`src/rtl/alu_arbiter.sv`:
```
// Round-robin arbiter sharing one combinational add/sub ALU between two requesters.
// Optional overflow event counter enabled by defining ALU_ARB_OVF_CNT_EN.
module alu_arbiter #(
  parameter int DATA_WIDTH = 32,
  parameter int OP_WIDTH   = 3
) (
  input  logic                  i_clk,
  input  logic                  i_rst,
  input  logic                  i_req0_valid,
  output logic                  o_req0_ready,
  input  logic [OP_WIDTH-1:0]   i_req0_op,
  input  logic [DATA_WIDTH-1:0] i_req0_a,
  input  logic [DATA_WIDTH-1:0] i_req0_b,
  input  logic                  i_req1_valid,
  output logic                  o_req1_ready,
  input  logic [OP_WIDTH-1:0]   i_req1_op,
  input  logic [DATA_WIDTH-1:0] i_req1_a,
  input  logic [DATA_WIDTH-1:0] i_req1_b,
  output logic                  o_rsp0_valid,
  input  logic                  i_rsp0_ready,
  output logic [DATA_WIDTH-1:0] o_rsp0_data,
  output logic                  o_rsp0_overflow,
  output logic                  o_rsp1_valid,
  input  logic                  i_rsp1_ready,
  output logic [DATA_WIDTH-1:0] o_rsp1_data,
  output logic                  o_rsp1_overflow,
  output logic [OP_WIDTH-1:0]   o_alu_op,
  output logic [DATA_WIDTH-1:0] o_alu_a,
  output logic [DATA_WIDTH-1:0] o_alu_b,
  input  logic [DATA_WIDTH-1:0] i_alu_data,
  input  logic                  i_alu_overflow,
  input  logic                  i_ovf_clr,
  output logic [15:0]           o_ovf_cnt
);

  typedef enum logic [1:0] {
    ST_IDLE = 2'd0,
    ST_EXEC = 2'd1,
    ST_RESP = 2'd2
  } state_e;

  localparam logic [OP_WIDTH-1:0]   OP_ADD    = {OP_WIDTH{1'b0}};
  localparam logic [OP_WIDTH-1:0]   OP_SUB    = {{(OP_WIDTH-1){1'b0}}, 1'b1};
  localparam logic [OP_WIDTH-1:0]   OP_ZERO   = {OP_WIDTH{1'b0}};
  localparam logic [DATA_WIDTH-1:0] DATA_ZERO = {DATA_WIDTH{1'b0}};

  state_e                state_q, state_d;
  logic                  prio_q, prio_d;
  logic                  owner_q, owner_d;
  logic [OP_WIDTH-1:0]   op_q, op_d;
  logic [DATA_WIDTH-1:0] a_q, a_d;
  logic [DATA_WIDTH-1:0] b_q, b_d;
  logic                  rsp0_valid_q, rsp0_valid_d;
  logic [DATA_WIDTH-1:0] rsp0_data_q, rsp0_data_d;
  logic                  rsp0_ovf_q, rsp0_ovf_d;
  logic                  rsp1_valid_q, rsp1_valid_d;
  logic [DATA_WIDTH-1:0] rsp1_data_q, rsp1_data_d;
  logic                  rsp1_ovf_q, rsp1_ovf_d;

  logic                  any_req_s;
  logic                  grant_s;
  logic                  accept_s;
  logic                  legal_op_s;
  logic [DATA_WIDTH-1:0] res_data_s;
  logic                  res_ovf_s;

  // Arbitration: prio_q names the port that wins a tie; grant is only offered in IDLE.
  always_comb begin
    any_req_s = i_req0_valid | i_req1_valid;
    if (i_req0_valid && i_req1_valid) begin
      grant_s = prio_q;
    end else if (i_req1_valid) begin
      grant_s = 1'b1;
    end else begin
      grant_s = 1'b0;
    end
    accept_s     = (state_q == ST_IDLE) && any_req_s && !i_rst;
    o_req0_ready = accept_s && !grant_s;
    o_req1_ready = accept_s && grant_s;
  end

  // Result qualification: an illegal opcode never reports data or overflow.
  always_comb begin
    legal_op_s = (op_q == OP_ADD) || (op_q == OP_SUB);
    if (legal_op_s) begin
      res_data_s = i_alu_data;
      res_ovf_s  = i_alu_overflow;
    end else begin
      res_data_s = DATA_ZERO;
      res_ovf_s  = 1'b0;
    end
  end

  // Next-state and datapath register update.
  always_comb begin
    state_d      = state_q;
    prio_d       = prio_q;
    owner_d      = owner_q;
    op_d         = op_q;
    a_d          = a_q;
    b_d          = b_q;
    rsp0_valid_d = rsp0_valid_q;
    rsp0_data_d  = rsp0_data_q;
    rsp0_ovf_d   = rsp0_ovf_q;
    rsp1_valid_d = rsp1_valid_q;
    rsp1_data_d  = rsp1_data_q;
    rsp1_ovf_d   = rsp1_ovf_q;
    case (state_q)
      ST_IDLE: begin
        if (accept_s) begin
          owner_d = grant_s;
          prio_d  = !grant_s;
          state_d = ST_EXEC;
          if (grant_s) begin
            op_d = i_req1_op;
            a_d  = i_req1_a;
            b_d  = i_req1_b;
          end else begin
            op_d = i_req0_op;
            a_d  = i_req0_a;
            b_d  = i_req0_b;
          end
        end else begin
          state_d = ST_IDLE;
        end
      end
      ST_EXEC: begin
        state_d = ST_RESP;
        if (owner_q) begin
          rsp1_valid_d = 1'b1;
          rsp1_data_d  = res_data_s;
          rsp1_ovf_d   = res_ovf_s;
        end else begin
          rsp0_valid_d = 1'b1;
          rsp0_data_d  = res_data_s;
          rsp0_ovf_d   = res_ovf_s;
        end
      end
      ST_RESP: begin
        if (owner_q && i_rsp1_ready) begin
          rsp1_valid_d = 1'b0;
          state_d      = ST_IDLE;
        end else if (!owner_q && i_rsp0_ready) begin
          rsp0_valid_d = 1'b0;
          state_d      = ST_IDLE;
        end else begin
          state_d = ST_RESP;
        end
      end
      default: begin
        state_d = ST_IDLE;
      end
    endcase
  end

  // Control state: FSM, round-robin pointer and owner id.
  always_ff @(posedge i_clk) begin
    if (i_rst) begin
      state_q <= ST_IDLE;
      prio_q  <= 1'b0;
      owner_q <= 1'b0;
    end else begin
      state_q <= state_d;
      prio_q  <= prio_d;
      owner_q <= owner_d;
    end
  end

  // Latched request operands.
  always_ff @(posedge i_clk) begin
    if (i_rst) begin
      op_q <= OP_ZERO;
      a_q  <= DATA_ZERO;
      b_q  <= DATA_ZERO;
    end else begin
      op_q <= op_d;
      a_q  <= a_d;
      b_q  <= b_d;
    end
  end

  // Per-port response registers.
  always_ff @(posedge i_clk) begin
    if (i_rst) begin
      rsp0_valid_q <= 1'b0;
      rsp0_data_q  <= DATA_ZERO;
      rsp0_ovf_q   <= 1'b0;
      rsp1_valid_q <= 1'b0;
      rsp1_data_q  <= DATA_ZERO;
      rsp1_ovf_q   <= 1'b0;
    end else begin
      rsp0_valid_q <= rsp0_valid_d;
      rsp0_data_q  <= rsp0_data_d;
      rsp0_ovf_q   <= rsp0_ovf_d;
      rsp1_valid_q <= rsp1_valid_d;
      rsp1_data_q  <= rsp1_data_d;
      rsp1_ovf_q   <= rsp1_ovf_d;
    end
  end

  assign o_rsp0_valid    = rsp0_valid_q;
  assign o_rsp0_data     = rsp0_data_q;
  assign o_rsp0_overflow = rsp0_ovf_q;
  assign o_rsp1_valid    = rsp1_valid_q;
  assign o_rsp1_data     = rsp1_data_q;
  assign o_rsp1_overflow = rsp1_ovf_q;

  // ALU pins carry the latched operation only during EXEC, otherwise quiet zeros.
  always_comb begin
    if (state_q == ST_EXEC) begin
      o_alu_op = op_q;
      o_alu_a  = a_q;
      o_alu_b  = b_q;
    end else begin
      o_alu_op = OP_ZERO;
      o_alu_a  = DATA_ZERO;
      o_alu_b  = DATA_ZERO;
    end
  end

`ifdef ALU_ARB_OVF_CNT_EN
  logic [15:0] ovf_cnt_q, ovf_cnt_d;

  // Saturating overflow event counter; clear has priority over an increment.
  always_comb begin
    ovf_cnt_d = ovf_cnt_q;
    if (i_ovf_clr) begin
      ovf_cnt_d = 16'h0000;
    end else if ((state_q == ST_EXEC) && res_ovf_s && (ovf_cnt_q != 16'hFFFF)) begin
      ovf_cnt_d = ovf_cnt_q + 16'h0001;
    end else begin
      ovf_cnt_d = ovf_cnt_q;
    end
  end

  // Overflow counter register.
  always_ff @(posedge i_clk) begin
    if (i_rst) begin
      ovf_cnt_q <= 16'h0000;
    end else begin
      ovf_cnt_q <= ovf_cnt_d;
    end
  end

  assign o_ovf_cnt = ovf_cnt_q;
`else
  logic unused_ovf_clr_s;
  assign unused_ovf_clr_s = i_ovf_clr;
  assign o_ovf_cnt        = 16'h0000;
`endif

endmodule

```
`config.mk`:
```
export PLATFORM = sky130hd
export DESIGN_NAME = alu_arbiter
export DESIGN_NICKNAME = d
export VERILOG_FILES = /design/src/rtl/alu_arbiter.sv
export SDC_FILE = /design/constraint.sdc
export NUM_CORES = 1
export LEC_CHECK = 0
export ABC_AREA = 1
export ABC_CLOCK_PERIOD_IN_PS = 4000
export BUFFER_PORTS_ARGS = -buffer_cell sky130_fd_sc_hd__buf_4
export CORE_AREA = 2 2 126 128
export DETAILED_ROUTE_END_ITERATION = 10
export DIE_AREA = 0 0 128 130
export PLACE_DENSITY = 0.76
export RECOVER_POWER = 100
export SYNTH_ARGS = -nofsm -noshare
export SYNTH_HDL_FRONTEND = slang
export SYNTH_SLANG_ARGS = --single-unit
export TNS_END_PERCENT = 5
```
`constraint.sdc`:
```
create_clock -name i_clk -period 4 [get_ports i_clk]
set_clock_uncertainty 0.15 [all_clocks]
set_input_delay 0.4 -clock i_clk [delete_from_list [all_inputs] [get_ports i_clk]]
set_output_delay 0.4 -clock i_clk [all_outputs]
set_load 0.01 [all_outputs]
```
### Word level (Yosys, flattened, before mapping)

Cells that the tools add are included.
Widths: inputs -> output; s select.

| word-level totals | value |
|---|---|
| register bits after elaboration | 139 |
| input port bits | 174 |
| word-level logic and storage cells | 62 |

| cells by class | value |
|---|---|
| reduce and logical (&&, ||, !) cells | 19 |
| bitwise gates (word level) | 2 |
| equality and inequality tests | 8 |
| mux-type cells | 21 |

Operators with widths:

| kind | number |
|---|---|
| $mux 32 | 5 |
| $ne 2x2->1 const B | 5 |
| $mux 1 | 9 |
| $logic_and 1x1->1 | 7 |
| $mux 3 | 2 |
| $pmux 2 s3 | 1 |
| $reduce_and 2->1 | 3 |
| $mux 2 | 2 |
| $pmux 1 s2 | 2 |
| $reduce_and 4->1 | 1 |
| $eq 3x1->1 const B | 1 |
| $logic_not 1->1 | 3 |
| $logic_not 3->1 | 1 |
| $reduce_and 3->1 | 1 |
| $eq 2x1->1 const B | 1 |
| $eq 2x2->1 const B | 1 |
| $logic_not 2->1 | 1 |
| $reduce_bool 2->1 | 1 |
| $logic_or 1x1->1 | 1 |
| $not 1->1 | 1 |
| $or 1x1->1 | 1 |

### Logic depth before layout (Yosys ltp)

Gate-level depths: netlist (run 1).

| logic depth | value |
|---|---|
| depth in word-level cells | 5 |
| mapped depth | 9 |
| depth with buffers taken out | 7 |

### Worst setup path before layout (run 1)

OpenSTA, ideal clock, no wires.

| timing | value |
|---|---|
| kind | reg2out |
| start point | reg state_q[0] |
| end point | out o_req0_ready |
| setup slack | 2.305 ns |
| path buffers | 1 |
| stages on the path, launching flop included | 8 |
| arrival | 1.145 ns |
| cell sequence | dfxtp_1 -> inv_1 -> ha_1 -> o21ai_4 -> nor2_4 -> buf_2 -> nand2_1 -> inv_1 |

| on the way | value |
|---|---|
| longest elaborated chain between the ends | 4 |

Ends and longest elaborated chain:

| what | RTL line | source |
|---|---|---|
| from (decl) | 47 | `state_e state_q, state_d;` |
| from (signal assigned) | 163 | `state_q <= state_d;` |
| $logic_not 2->1 | 77 | `accept_s = (state_q == ST_IDLE) && any_req_s && !i_rst;` |
| $logic_and 1x1->1 (2 in series) | 77 |  |
| $logic_and 1x1->1 | 78 | `o_req0_ready = accept_s && !grant_s;` |
| to (decl) | 10 | `output logic o_req0_ready,` |

No other way between the ends.

### Worst setup path after layout (run 1)

| timing | value |
|---|---|
| start point | reg state_q[1] |
| end point | out o_alu_a[18] |

| on the way | value |
|---|---|
| longest elaborated chain between the ends | 2 |

Ends and longest elaborated chain:

| what | RTL line | source |
|---|---|---|
| $eq 2x1->1 | 210 | `if (state_q == ST_EXEC) begin` |
| $mux 32 | 210 |  |
| to (decl) | 28 | `output logic [DATA_WIDTH-1:0] o_alu_a,` |

No other way between the ends.

==> run_results.csv, run 1 <==
group,metric,value,unit
setup_path,cp_common_cell,"inv_1",
global_routing,grt_pass1_wl,29500,um
power_and_ir_drop,vdd_drop_max,0.307,mV
detailed_routing,wirelength,19700,um
global_routing,grt.overflow.total,0,
place,io_buffers,309,
cts,cts_buffers,17,
cts,cts_root_buf,"clkbuf_16",
setup_path,crit_path_start_kind,"flip-flop",
floorplan,rows,46,
global_routing,grt_util_all_layers,0.223,
finish,syn2layout_area_growth,34.7,%
cts,path_clk_slew,0.07,ns
cts,cts_setup_buffers,0,
power_and_ir_drop,leakage,4.88,nW
floorplan,start_util,0.431,
synthesis,ys_ff_latch,139,
place,dp_cells,1408,
detailed_routing,wl_per_cell,13.7,um
detailed_routing,vias,6851,
synthesis,synth_edf_count,0,
timing,fmax,0.318,GHz
floorplan,die_x,128,um
setup_path,crit_fanout,44,
run,drv_cap,1,
synthesis,synth.most_common_cell,"nand2_1",
timing,timing.final.hold_violations,0,
outcome,violations,"capacitance limit, slew limit",
timing,finalSetupTns,0,ns
setup_path,crit_path_end_kind,"output port",
finish,drive_gt1_frac,0.184,
floorplan,boundaryPins,327,
synthesis,ys_types,22,
finish,fillerInstances,1568,
timing,slew_violations,68,
setup_path,cp.required,3.45,ns
place,post-dp-hpwl,13400,um
timing,period_minus_slack,3.15,ns
timing,post-route-period-util,0.787,
setup_path,cp_top_family,"buffers and inverters",
detailed_routing,postRouteAntennaNets,0,
global_routing,grt_max_degree,71,
finish,diodes,0,
cts,post_cts_resized,0,
synthesis,synthFlopType,"dfxtp_1",
timing,maxSlewHeadroom,-0.508,
synthesis,synth.cell_area,6650,um^2
worst_hold_path,hold_class,"in2reg",
cts,cts_max_path_buffers,2,
floorplan,die-area,16600,um^2
cts,cts_sinks,139,
synthesis,ys_warn_count,0,
global_routing,grt_pass1_vias,5977,
cts,clk_latency,0.41,ns
timing,rsz0062_at_grt,"no",
floorplan,fp.dieH,130,um
setup_path,arrival,2.60,ns
synthesis,ys_async_sr_fraction,0,
setup_path,slowest_stage,"ha_1",
synthesis,synth_top_cell_by_area,"dfxtp_1",
finish,nNetsFinal,1413,
synthesis,netlist_top_cells_count,"303 x nand2_1, 143 x inv_1, 139 x dfxtp_1",
synthesis,synthTopCellsByArea,"dfxtp_1 42%, nand2_1 17%, inv_1 8.1%",
setup_path,cp.buffers_inverters,4,
outcome,status,"complete, but fails checks",
setup_path,critPathMaxStageDelay,0.81,ns
setup_path,critical_path.cell_chain,"inv_1, ha_1, buf_4, nand2_1, inv_1, clkbuf_1",
detailed_routing,drt_iter0_markers,406,
finish,stdcell_count,1440,
timing,setup_viol,0,
synthesis,ys_seq_area_frac,0.419,
synthesis,synthCells,968,
cts,tritoncts,"done",
timing,worstMarginPinSlew,2.26,ns
setup_path,path_class,"reg2out",
detailed_routing,drc,0,
floorplan,core,15400,um^2
detailed_routing,dr.pass1.iters,4,
cts,cts-hold-fix-buffers,0,
synthesis,synth_area_per_cell,6.86,um^2
detailed_routing,viasPerCell,4.76,
place,gp_congestion,0.794,
synthesis,synth_top_area_frac,0.419,
global_routing,antenna_found_initial,0,
power_and_ir_drop,p_per_area,436,nW/um^2
cts,htree_levels,4,
[routing by layer]
metal | vias up | part of all wire | global-route usage
li1 | 3504 | - | -
met1 | 3071 | 0.42 | 0.261
met2 | 243 | 0.48 | 0.385
met3 | 33 | 0.076 | 0.0722
met4 | 0 | 0.023 | 0.0853
met5 | - | 0 | 0
[registers in the layout (all words and copies together) (netlist names), 2 cells and up]
signal / cells
a_q: 32
b_q: 32
o_rsp0_data: 32
o_rsp1_data: 32
op_q: 3
state_q: 2
[power breakdown]
| part | switching (mW) | internal, mW |
|---|---|---|
| combinational | 0.407 | 0.267 |
| sequential | 0.0655 | 1.51 |
| clock | 0.692 | 0.959 |
[logic make-up after synthesis]
family          count (synthesis)  share of synthesized area
simple gates                  455                      0.313
buf+inv                       230                      0.153
compound gates                139                      0.106
flops                         139                      0.419
fa+ha+maj                       4                    0.00753
other cells                     1                   0.000564
[area by class of cell]
class | count | area (um^2) | area share
Multi-Input combinational cell | 614 | 2890 | 0.323
Clock buffer | 17 | 425 | 0.0475
Sequential cell | 139 | 2780 | 0.311
Timing Repair Buffer | 317 | 1870 | 0.209
Clock inverter | 15 | 193 | 0.0215
Tap cell | 192 | 240 | 0.0268
Inverter | 146 | 548 | 0.0612
[through the flow]
stage               instance area (um^2)  power [mW]  worst slack (ns)  utilization  hold slack, ns
finish                              8950        3.91             0.853        0.580           0.111
global route                        8950        4.08             0.522        0.580           0.110
floorplan                           6700        2.03              2.30            -           0.276
detailed placement                  8860        2.35              1.50        0.574           0.289
global placement                    8860        2.33              1.54        0.574           0.286
CTS                                 9480        4.00              1.13        0.614          0.0916
[layout by cell type, fill, tap and decap left out]
cell	count
nand3_1	67
clkbuf_1	136
dfxtp_1	139
inv_2	2
clkbuf_2	1
o21ai_0	71
clkinv_4	1
clkinvlp_4	1
inv_6	3
a21oi_1	68
inv_1	144
buf_4	180
ha_1	4
nand2_1	302
bufinv_16	2
nor2_4	1
nand2_2	13
nor2_1	3
inv_8	8
nor2_2	1
nand3b_1	67
clkbuf_16	17
nand4_1	1
conb_1	16
[worst register-to-register path, cell delays in order (launching register included)]
cell     delay (ns)
dfxtp_1        0.33
inv_1          0.09
ha_1           0.21
o21ai_0        0.20
nand2_2        0.10
inv_1          1.62
nand2_1        0.22
nand2_1        0.16
[path summary, 6_finish.rpt]
path	start	to	slack, ns	depth (start not counted)
setup / recovery	state_q[1]	o_alu_a[18]	0.85	6
hold reg to reg	a_q[30]	a_q[30]	0.30	2
hold / removal	i_alu_data[25]	o_rsp1_data[25]	0.11	3
setup reg to reg	state_q[0]	op_q[1]	0.85	7
Power figures use the tool's default switching activity.
==> run 2, diff against run 1 <==
Settings changed: ABC_CLOCK_PERIOD_IN_PS 4000 to 2800, CORE_AREA 2 2 126 128 to not set, CORE_MARGIN set to 2, CORE_UTILIZATION set to 42, DIE_AREA 0 0 128 130 to not set, PLACE_DENSITY 0.76 to 0.77.
Clock period 4 ns to 2.8 ns, I/O delays scaled along.
==> run_results.csv, run 2 (synthesized netlist as in run 1, its figures left out) <==
group,metric,value,unit
timing,period_minus_slack,2.43,ns
finish,nNetsFinal,1462,
cts,tritoncts,"done",
finish,regArea,2780,um^2
setup_path,critPathMaxStageDelay,0.39,ns
cts,post_cts_resized,0,
cts,cts_max_path_buffers,2,
power_and_ir_drop,comb_power_share,0.189,
power_and_ir_drop,p_switching,1.57,mW
cts,path_clk_slew,0.06,ns
detailed_routing,wirelength,20500,um
global_routing,grt.overflow.total,0,
detailed_routing,wl_per_cell,13.6,um
global_routing,grt_util_all_layers,0.237,
setup_path,crit_fanout,21,
timing,fmax,0.411,GHz
cts,cts_buffers,17,
finish,stdcell_count,1508,
finish,fin_util,0.615,
global_routing,grt_pass1_vias,6838,
power_and_ir_drop,leakage,5.06,nW
timing,rsz0062_at_grt,"no",
timing,setup_slack,0.367,ns
outcome,status,"finished clean",
floorplan,rows,45,
floorplan,die-area,16800,um^2
finish,drive_gt1_frac,0.173,
setup_path,cp.required,2.37,ns
global_routing,grt_pass1_wl,31800,um
floorplan,die_x,130,um
detailed_routing,postRouteAntennaNets,0,
detailed_routing,dr.pass1.iters,7,
detailed_routing,drc,0,
setup_path,crit_path_start_kind,"flip-flop",
global_routing,antenna_found_initial,0,
finish,multi_input_area,2880,um^2
setup_path,critical_path.cell_chain,"inv_1, ha_1, o21ai_4, nor2_4, nand2_1, inv_1, clkbuf_1",
place,post-dp-hpwl,14100,um
detailed_routing,vias,7186,
place,dp_cells,1434,
place,placed_cell_area,8960,um^2
timing,post-route-period-util,0.869,
timing,maxSlewHeadroom,0.270,
power_and_ir_drop,clkPwrFrac,0.396,
timing,worstMarginPinSlew,1.09,ns
detailed_routing,viasPerCell,4.77,
finish,final_cell_mix,"312 x nand2_1, 184 x buf_4, 145 x inv_1, 139 x dfxtp_1, 138 x clkbuf_1",
power_and_ir_drop,p_seq_frac,0.414,
finish,diodes,0,
floorplan,boundaryPins,327,
timing,timing.final.hold_violations,0,
setup_path,crit_path_end_kind,"output port",
cts,cts_root_buf,"clkbuf_16",
setup_path,slowest_stage,"nor2_4",
detailed_routing,drt_iter0_markers,466,
timing,whs,0.0130,ns
place,gp_congestion,0.845,
finish,fillerInstances,1545,
power_and_ir_drop,internal_power,3.88,mW
place,io_buffers,309,
floorplan,core,15300,um^2
finish,final_area,9410,um^2
run,drv_cap,0,
timing,finalSetupTns,0,ns
power_and_ir_drop,p_per_area,578,nW/um^2
cts,clk_latency,0.42,ns
setup_path,path_class,"reg2out",
power_and_ir_drop,finalPower,5.44,mW
worst_hold_path,hold_class,"in2reg",
finish,syn2layout_area_growth,41.6,%
cts,cts_setup_buffers,0,
setup_path,arrival,2.00,ns
power_and_ir_drop,vdd_drop_max,0.412,mV
power_and_ir_drop,sw_frac_of_total,0.288,
finish,final_common_cell,"nand2_1",
timing,slew_violations,0,
setup_path,cp_common_cell,"inv_1",
cts,cts_sinks,139,
timing,setup_viol,0,
place,dp_slack,0.745,ns
floorplan,fp.dieH,130,um
global_routing,grt_max_degree,70,
cts,htree_levels,4,
floorplan,start_util,0.434,
## run 2: power by group through the flow
stage | registers (mW) | logic, mW | clock network, mW
final | 2.26 | 1.03 | 2.16
after floorplan | 2.32 | 0.583 | 0
after global placement | 2.29 | 1.06 | 0
after detailed placement | 2.30 | 1.07 | 0
after global routing | 2.27 | 1.16 | 2.27
after CTS | 2.26 | 1.12 | 2.20
## run 2: cell type report
class / instances / area share
multi-input combinational: 614 / 0.306
tap: 211 / 0.0281
sequential: 139 / 0.296
inverter: 146 / 0.0582
clock buffer: 21 / 0.0489
clock inverter: 11 / 0.0118
timing repair buffer: 366 / 0.251
## run 2: routing by layer
| metal | vias to the layer above | global-route usage | wire (um) |
|---|---|---|---|
| li1 | 3608 | - | - |
| met1 | 3214 | 0.266 | 8150 |
| met2 | 302 | 0.404 | 9750 |
| met3 | 62 | 0.0709 | 1660 |
| met4 | 0 | 0.133 | 923 |
| met5 | - | 0 | 0 |
## run 2: what timing repair did
action / 4_1_cts / 5_1_grt
setup endpoints to repair: 0 / 0
hold buffers: 42 / 0
endpoints found under the hold margin: 64 / 0
## run 2: worst paths after layout
path / startpoint / slack (ns) / endpoint / cells past startpoint
min reg2reg: a_q[16] / 0.30 / a_q[16] / 2
max: state_q[0] / 0.37 / o_req1_ready / 7
max reg2reg: state_q[0] / 0.48 / a_q[29] / 8
min: i_req0_a[10] / 0.01 / a_q[10] / 5
## run 2: critical path, delay by kind of cell (launching register included)
| kind | cells | cell delay [ns] |
|---|---|---|
| simple gates | 2 | 0.56 |
| buf+inv | 3 | 0.40 |
| flops | 1 | 0.31 |
| fa+ha+maj | 1 | 0.23 |
| compound gates | 1 | 0.08 |
==> run 3, diff against run 2 <==
Settings changed: CAP_MARGIN set to 20, MAX_ROUTING_LAYER set to met4.
==> run_results.csv, run 3 (synthesized netlist as in run 1, its figures left out) <==
group,metric,value,unit
setup_path,crit_path_end_kind,"output port",
finish,diodes,0,
finish,fin_util,0.615,
setup_path,cp.required,2.37,ns
timing,finalSetupTns,0,ns
timing,timing.final.hold_violations,0,
finish,fillerInstances,1544,
global_routing,grt.overflow.total,0,
timing,fmax,0.410,GHz
setup_path,r2r_end,"a_q[29]",
timing,maxSlewHeadroom,0.266,
detailed_routing,postRouteAntennaNets,0,
finish,final_area,9410,um^2
global_routing,grt_util_all_layers,0.245,
finish,final_common_cell,"nand2_1",
setup_path,crit_fanout,21,
finish,stdcell_count,1508,
global_routing,grt_pass1_vias,6859,
detailed_routing,wl_per_cell,13.6,um
cts,post_cts_resized,0,
timing,period_minus_slack,2.44,ns
floorplan,core,15300,um^2
place,io_buffers,309,
global_routing,grt_pass1_wl,31800,um
place,placed_cell_area,8960,um^2
floorplan,die-area,16800,um^2
worst_hold_path,hold_class,"in2reg",
setup_path,crit_path_start_kind,"flip-flop",
finish,syn2layout_area_growth,41.6,%
detailed_routing,drc,0,
place,post-dp-hpwl,14100,um
global_routing,antenna_found_initial,0,
cts,clk_latency,0.42,ns
setup_path,crit_path_start,"state_q[0]",
setup_path,slowest_stage,"nor2_4",
worst_hold_path,whs_path_depth,5,
floorplan,fp.dieH,130,um
cts,path_clk_slew,0.06,ns
setup_path,reg2reg_depth,8,
timing,whs,0.0108,ns
timing,setup_viol,0,
setup_path,critical_path.cell_chain,"inv_1, ha_1, o21ai_4, nor2_4, nand2_1, inv_1, clkbuf_1",
setup_path,arrival,2.01,ns
finish,final_cell_mix,"312 x nand2_1, 184 x buf_4, 145 x inv_1, 139 x dfxtp_1, 138 x clkbuf_1",
place,dp_cells,1434,
setup_path,endpoint,"o_req1_ready",
timing,worstMarginPinSlew,1.10,ns
setup_path,cp_common_cell,"inv_1",
detailed_routing,drt_iter0_markers,434,
detailed_routing,dr.pass1.iters,5,
setup_path,rrSetupSlack,0.48,ns
setup_path,path_class,"reg2out",
power_and_ir_drop,p_per_area,578,nW/um^2
cts,cts_max_path_buffers,2,
place,gp_congestion,0.858,
timing,rsz0062_at_grt,"no",
setup_path,crit-reg2reg-launch,"state_q[0]",
finish,drive_gt1_frac,0.173,
cts,cts-hold-fix-buffers,42,
cts,cts_setup_buffers,0,
timing,post-route-period-util,0.871,
cts,cts_buffers,17,
detailed_routing,vias,7194,
global_routing,grt_max_degree,70,
run,drv_cap,0,
cts,tritoncts,"done",
cts,htree_levels,4,
floorplan,start_util,0.434,
floorplan,rows,45,
timing,slew_violations,0,
power_and_ir_drop,leakage,5.06,nW
floorplan,die_x,130,um
cts,cts_root_buf,"clkbuf_16",
power_and_ir_drop,vdd_drop_max,0.416,mV
setup_path,critPathMaxStageDelay,0.39,ns
outcome,status,"finished clean",
detailed_routing,wirelength,20500,um
finish,nNetsFinal,1462,
cts,cts_sinks,139,
floorplan,boundaryPins,327,
detailed_routing,viasPerCell,4.77,
[run 3: layout make-up]
class / count / area [um^2] / share of cell area
Multi-Input combinational cell: 614 / 2880 / 0.306
Sequential cell: 139 / 2780 / 0.296
Clock inverter: 11 / 111 / 0.0118
Clock buffer: 21 / 460 / 0.0489
Timing Repair Buffer: 366 / 2360 / 0.251
Tap cell: 211 / 264 / 0.0281
Inverter: 146 / 548 / 0.0582
[run 3: per-layer routing]
metal / GRT usage / vias up / wire (um)
li1: - / 3607 / -
met1: 0.274 / 3218 / 8330
met2: 0.404 / 305 / 9710
met3: 0.0607 / 64 / 1520
met4: 0.129 / 0 / 934
met5: - / - / 0
[run 3: power by group]
part	internal, mW	switching [mW]	leakage (nW)
registers	2.17	0.0904	1.14
logic	0.431	0.599	3.65
clock network	1.28	0.875	0.263
[run 3: worst max-delay path: cells and delay by family (launching register included)]
kind,cells,cell delay (ns)
fa+ha+maj,1,0.23
compound gates,1,0.08
buf+inv,3,0.41
flops,1,0.31
simple gates,2,0.56
[run 3: how the worst min path moves through the flow]
| stage | end | from |
|---|---|---|
| after floorplan | a_q[0] | a_q[0] |
| after detailed placement | a_q[26] | a_q[26] |
| after global placement | a_q[26] | a_q[26] |
| final | a_q[10] | i_req0_a[10] |
| after global routing | b_q[12] | i_req0_b[12] |
| after CTS | o_rsp0_data[16] | i_alu_data[16] |
[run 3: stage by stage]
step                total power [mW]  setup slack (ns)
floorplan                       2.90              1.22
global placement                3.35             0.787
detailed placement              3.37             0.745
CTS                             5.58             0.340
global route                    5.70             0.171
finish                          5.44             0.361
